[config.mk]
export PLATFORM = sky130hd
export DESIGN_NAME = sar_search_ctrl
export DESIGN_NICKNAME = d
export VERILOG_FILES = /design/src/rtl/sar_pkg.sv /design/src/rtl/sar_search_ctrl.sv
export SDC_FILE = /design/constraint.sdc
export NUM_CORES = 1
export LEC_CHECK = 0
export ABC_AREA = 0
export BUFFER_PORTS_ARGS = -buffer_cell sky130_fd_sc_hd__clkbuf_2
export CORE_MARGIN = 5
export CORE_UTILIZATION = 35
export CTS_CLUSTER_DIAMETER = 120
export CTS_CLUSTER_SIZE = 12
export DETAILED_ROUTE_END_ITERATION = 8
export MAX_ROUTING_LAYER = met4
export PLACE_DENSITY = 0.61
export SLEW_MARGIN = 20
export SYNTH_ARGS = -nofsm -noshare
export SYNTH_HDL_FRONTEND = slang
export SYNTH_SLANG_ARGS = --single-unit
[constraint.sdc]
create_clock -name clk -period 2.29 [get_ports clk]
set_clock_uncertainty 0.05 [all_clocks]
set_input_delay 0.229 -clock clk [delete_from_list [all_inputs] [get_ports clk]]
set_output_delay 0.229 -clock clk [all_outputs]
set_load 0.01 [all_outputs]
[src/rtl/sar_pkg.sv]
// Shared types and helpers for the successive-approximation search controller.
package sar_pkg;

    typedef enum logic [1:0] {
        IDLE = 2'd0,
        TEST = 2'd1,
        DONE = 2'd2
    } sar_state_e;

    localparam int SAR_W_DEF   = 4;
    localparam int SAR_MSB_DEF = SAR_W_DEF - 1;

    // Single trial bit at position i; callers truncate to their probe width.
    function automatic logic [31:0] trial_mask(input int unsigned i);
        return 32'd1 << i;
    endfunction

endpackage

[src/rtl/sar_search_ctrl.sv]
// Binary-search initiator for a combinational comparator: drives probe, reads
// gt/lt/eq, and recovers the comparator's hidden A operand MSB first.
module sar_search_ctrl
    import sar_pkg::*;
#(
    parameter  int W  = SAR_W_DEF,
    localparam int CW = $clog2(W + 1)
) (
    input  logic          clk,
    input  logic          rst_n,
    input  logic          start,
    input  logic          cmp_gt,
    input  logic          cmp_lt,
    input  logic          cmp_eq,
    output logic [W-1:0]  probe,
    output logic          busy,
    output logic          done,
    output logic [W-1:0]  result,
    output logic          hit,
    output logic          err,
    output logic [CW-1:0] steps
);

    localparam int MSB = W - 1;

    sar_state_e      state_r;
    logic [CW-1:0]   idx_r;
    logic [W-1:0]    probe_r;
    logic            busy_r;
    logic            done_r;
    logic [W-1:0]    result_r;
    logic            hit_r;
    logic            err_r;
    logic [CW-1:0]   steps_r;

    logic            resp_ok_s;
    logic [W-1:0]    cur_mask_s;
    logic [W-1:0]    next_mask_s;
    logic [W-1:0]    new_val_s;
    logic [W-1:0]    next_probe_s;

    // Decode the comparator response and form the kept value and next trial.
    always_comb begin
        resp_ok_s    = $onehot({cmp_gt, cmp_lt, cmp_eq});
        cur_mask_s   = W'(trial_mask(32'(idx_r)));
        next_mask_s  = W'(trial_mask(32'(idx_r - CW'(1))));
        new_val_s    = probe_r;
        if (cmp_gt) begin
            new_val_s = probe_r;
        end else begin
            new_val_s = probe_r & ~cur_mask_s;
        end
        next_probe_s = new_val_s | next_mask_s;
    end

    // Search FSM with all outputs registered.
    always_ff @(posedge clk) begin
        if (!rst_n) begin
            state_r  <= IDLE;
            idx_r    <= CW'(0);
            probe_r  <= W'(0);
            busy_r   <= 1'b0;
            done_r   <= 1'b0;
            result_r <= W'(0);
            hit_r    <= 1'b0;
            err_r    <= 1'b0;
            steps_r  <= CW'(0);
        end else begin
            case (state_r)
                IDLE: begin
                    done_r <= 1'b0;
                    if (start) begin
                        result_r <= W'(0);
                        hit_r    <= 1'b0;
                        err_r    <= 1'b0;
                        steps_r  <= CW'(0);
                        idx_r    <= CW'(MSB);
                        probe_r  <= W'(trial_mask(32'(MSB)));
                        busy_r   <= 1'b1;
                        state_r  <= TEST;
                    end else begin
                        busy_r <= 1'b0;
                    end
                end
                TEST: begin
                    steps_r <= steps_r + CW'(1);
                    if (!resp_ok_s) begin
                        err_r   <= 1'b1;
                        busy_r  <= 1'b0;
                        done_r  <= 1'b1;
                        state_r <= DONE;
                    end else if (cmp_eq) begin
                        result_r <= probe_r;
                        hit_r    <= 1'b1;
                        busy_r   <= 1'b0;
                        done_r   <= 1'b1;
                        state_r  <= DONE;
                    end else begin
                        result_r <= new_val_s;
                        if (idx_r == CW'(0)) begin
                            busy_r  <= 1'b0;
                            done_r  <= 1'b1;
                            state_r <= DONE;
                        end else begin
                            idx_r   <= idx_r - CW'(1);
                            probe_r <= next_probe_s;
                        end
                    end
                end
                DONE: begin
                    done_r  <= 1'b0;
                    busy_r  <= 1'b0;
                    state_r <= IDLE;
                end
                default: begin
                    done_r  <= 1'b0;
                    busy_r  <= 1'b0;
                    state_r <= IDLE;
                end
            endcase
        end
    end

    assign probe  = probe_r;
    assign busy   = busy_r;
    assign done   = done_r;
    assign result = result_r;
    assign hit    = hit_r;
    assign err    = err_r;
    assign steps  = steps_r;

endmodule

==> metrics.md <==
| Metric | Value |
|---|---|
| Result of the run | finished, final reports clean |
| Number of ports placed on the die boundary | 21 |
| Hold path endpoint | hit |
| Diodes inserted | 0 |
| Leakage power total | 0.517 nW |
| Start point of the worst hold path | cmp_eq |
| M1 wire length | 1180 um |
| Highest achievable clock rate | 508 MHz |
| Flop and latch count out of synthesis | 20 |
| DRC violation count after routing | 0 |
| # Max-Cap Violations | 0 |
| Hold-fix buffers, CTS | 0 |
| Global placer's final weighted congestion | 0.873 |
| Final HPWL DP | 1930 um |
| CP arrival | 2.13 ns |
| Antenna Violating Nets Remaining | 0 |
| Type of origin of the critical path | flip-flop |
| Placed Instances | 184 |
| Area enclosed by the die boundary | 0.00445 mm2 |
| Fraction of final layout cells with drive strength greater than 1 | 21.5% |
| Fin crit share | 86.0% |
| Switching share of power | 29.4% |
| Routed Wire Length | 2530 um |
| Clock slew at the register clock pins of the worst setup and hold paths | 0.11 ns |
| Worst-path cell with the longest stage delay | sky130_fd_sc_hd__dfxtp_1 |
| Reported net switching power | 0.219 mW |
| Setup repair after global routing missed its margin | no |
| Logic depth of the worst register-to-register path | 6 |
| Largest net degree at the start of global routing | 19 |
| Row count | 20 |
| Startpoint of the worst-slack reg-to-reg timing path | idx_r[0] |
| Count of unique library cells instantiated by Yosys | 39 |
| Top layer reached by signal wires | met4 |
| Number of warnings reported in the yosys synthesis log | 0 |
| Setup slack, reg-to-reg | 0.32 ns |
| CP endpoint kind | flip-flop |
| Relative slew margins | 63.3% |
| Number of flops mapped to enable cells by yosys | 0 |
| Maximum buffer depth of the clock tree | 2 |
| Global-route wire length before repair | 4260 um |
| Syn_nets | 139 |
| Overall via count from detail_route | 984 |
| Depth of the CTS H-tree | 1 |
| Total global routing overflow | 0 |
| Layout filler cell count | 318 |
| Setup Fix Bufs, Post-CTS | 0 |
| Main synth FF type | sky130_fd_sc_hd__dfxtp_1 |
| CTS root buf | sky130_fd_sc_hd__clkbuf_4 |
| Data required time at the worst endpoint | 2.45 ns |
| Critical Path, Cell by Cell | inv_1, ha_1, nor2b_1, o21ai_0, o2111ai_1, o211a_1 |
| Share of power burned in the clock network | 27.0% |
| Overall Global Routing Usage | 13.0% |
| Post_cts resized | 0 |
| Cts bufs inserted | 3 |
| Per-cell routed wire length | 13.5 um |
| Final Critical Period | 1.97 ns |
| Post-synthesis instance area | 0.00113 mm2 |
| Type of the worst setup path | flip-flop to flip-flop |
| Post-synthesis instance total | 126 |
| Fin worst setup slack | 0.320 ns |
| DR vias/cell | 5.23 |
| Portion of the post-synthesis area used by sequential elements | 35.6% |
| PortBufs | 20 |
| Initial antenna violation count | 0 |
| Number of global-route vias before repair | 966 |
| Post-synth ARST share | 0% |
| Setup TNS | 0 ns |
| Total power density per cell area | 583 mW/mm2 |
| Combinational share of power | 21.0% |
| Main area contributors after synthesis | sky130_fd_sc_hd__dfxtp_1 (36%), sky130_fd_sc_hd__ha_1 (6.7%), sky130_fd_sc_hd__a21boi_1 (4.7%) |
| Post-synth top area share | 35.6% |
| Width of the die | 66.7 um |
| Number of stages on the worst hold path | 3 |
| First-pass iteration count of the detailed router | 4 |
| Routed length on met2 | 1180 um |
| Routed wl met3 | 147 um |
| Minimum setup slack after placement | 0.310 ns |
| Delay of the slowest cell on the worst path | 0.48 ns |
| Clock Sinks | 20 |
| Layout Cells excl Fill | 188 |
| P_int | 0.525 mW |
| Number of endpoints with negative hold slack in the final report | 0 |
| Total of endpoints with negative setup slack in the final report | 0 |
| Post-synthesis average cell area | 8.94 um2 |
| Utilization of the core after routing | 41.5% |
| Critical path fanouts, max | 7 |
| Starting utilization of the core area | 36.6% |
| Nets@finish | 158 |
| Class of the tightest hold or removal check | primary input to flip-flop |
| Maximum VDD drop | 0.191 mV |
| TritonCTS clock tree | done |
| Share of total power in sequential cells | 52.0% |
| Dominant cell type by area after synthesis | sky130_fd_sc_hd__dfxtp_1 |
| Slew at the pin with the worst max-slew slack | 0.546 ns |
| Endpoint of the most critical register-to-register path | probe[0] |
| Max-slew violation total from the final report | 0 |
| Die height | 66.7 um |
| Synth-to-layout area growth | 13.4% |
| Core Footprint | 0.00308 mm2 |
| DRC marker count from the first detailed-route iteration | 73 |
| Clock latency reported for the late side of the worst-skew pair | 0.30 ns |
-- state kept, by name, indices dropped and copies added, names as in the netlist --
| name | flops |
|---|---|
| result | 4 |
| hit | 1 |
| idx_r | 3 |
| err | 1 |
| probe | 4 |
| state_r | 2 |
| steps | 3 |
| done | 1 |
| busy | 1 |
-- power groups by stage --
stage	combinational [mW]	clock [mW]	sequential (mW)
finish	0.157	0.201	0.387
global route	0.173	0.232	0.391
CTS	0.157	0.211	0.387
detailed placement	0.156	0	0.395
global placement	0.151	0	0.395
floorplan	0.115	0	0.392
-- through the flow --
| step | hold WS, ns | power [mW] | area, um2 |
|---|---|---|---|
| 2_1_floorplan | 0.332 | 0.507 | 1130 |
| 3_3_place_gp | 0.383 | 0.547 | 1240 |
| 3_5_place_dp | 0.385 | 0.552 | 1240 |
| 4_1_cts | 0.241 | 0.756 | 1280 |
| 5_1_grt | 0.254 | 0.795 | 1280 |
| 6_report | 0.250 | 0.744 | 1280 |
-- cell usage after synthesis, types with 2 or more instances --
cell / number
sky130_fd_sc_hd__a211o_1: 2
sky130_fd_sc_hd__a21boi_1: 7
sky130_fd_sc_hd__a21oi_1: 7
sky130_fd_sc_hd__a22oi_1: 2
sky130_fd_sc_hd__buf_2: 2
sky130_fd_sc_hd__buf_4: 2
sky130_fd_sc_hd__dfxtp_1: 20
sky130_fd_sc_hd__ha_1: 6
sky130_fd_sc_hd__inv_1: 8
sky130_fd_sc_hd__nand2_1: 14
sky130_fd_sc_hd__nand2b_1: 3
sky130_fd_sc_hd__nand3_1: 3
sky130_fd_sc_hd__nand4_1: 5
sky130_fd_sc_hd__nor2_1: 5
sky130_fd_sc_hd__nor2b_1: 4
sky130_fd_sc_hd__nor3_1: 3
sky130_fd_sc_hd__o2111ai_1: 2
sky130_fd_sc_hd__o211a_1: 3
sky130_fd_sc_hd__o21a_1: 3
sky130_fd_sc_hd__o21ai_0: 5
sky130_fd_sc_hd__o31ai_1: 2
-- cells in the final DEF (no fill, tap or decap), drive strengths merged, types with 5 or more instances in the layout --
master	instances
inv	8
nor2	5
nand2	14
dfxtp	20
o21ai	7
ha	6
a21oi	7
clkbuf	24
a21boi	8
nand4	5
-- critical path: cells and delay by family (launching register included) --
kind / cells / cell delay (ns)
DFF: 1 / 0.48
adders and majority gates: 1 / 0.25
AOI/OAI and AO/OA: 3 / 0.77
and+or+nand+nor: 1 / 0.19
buffers and inverters: 1 / 0.13
-- worst max-delay path by stage --
stage / startpoint / to / cells after the start
final: idx_r[0] / probe[0] / 6
after global placement: cmp_eq / probe[0] / 6
after floorplan: cmp_gt / probe[1] / 6
after detailed placement: cmp_eq / probe[2] / 6
after global routing: idx_r[0] / probe[2] / 6
after CTS: idx_r[0] / probe[0] / 6
-- area by class of cell --
type | instances | area (um2) | share of cell area, %
inverter | 8 | 30.0 | 2.35
sequential | 20 | 400 | 31.3
tap | 44 | 55.1 | 4.31
timing repair buffer | 20 | 100 | 7.84
multi-input combinational | 92 | 656 | 51.3
clock buffer | 4 | 36.3 | 2.84
-- layer usage --
layer	track usage [%]	up-vias
met2	21.2	29
li1	-	483
met3	2.53	4
met4	6.09	0
met5	-	-
met1	15.3	468
-- kinds of logic (layout without fill, tap and decap cells) --
| group | count (synthesis) | in the layout | share of synthesized area, % |
|---|---|---|---|
| AND/OR/NAND/NOR | 44 | 44 | 23.2 |
| XOR/XNOR | 1 | 1 | 0.778 |
| multiplexers | 1 | 1 | 1.00 |
| AO/OA/AOI/OAI | 39 | 39 | 24.8 |
| buffers and inverters | 14 | 32 | 6.22 |
| flip-flops | 20 | 20 | 35.6 |
| adder cells (fa/ha/maj) | 7 | 7 | 8.44 |
Power figures use the tool's default switching activity.
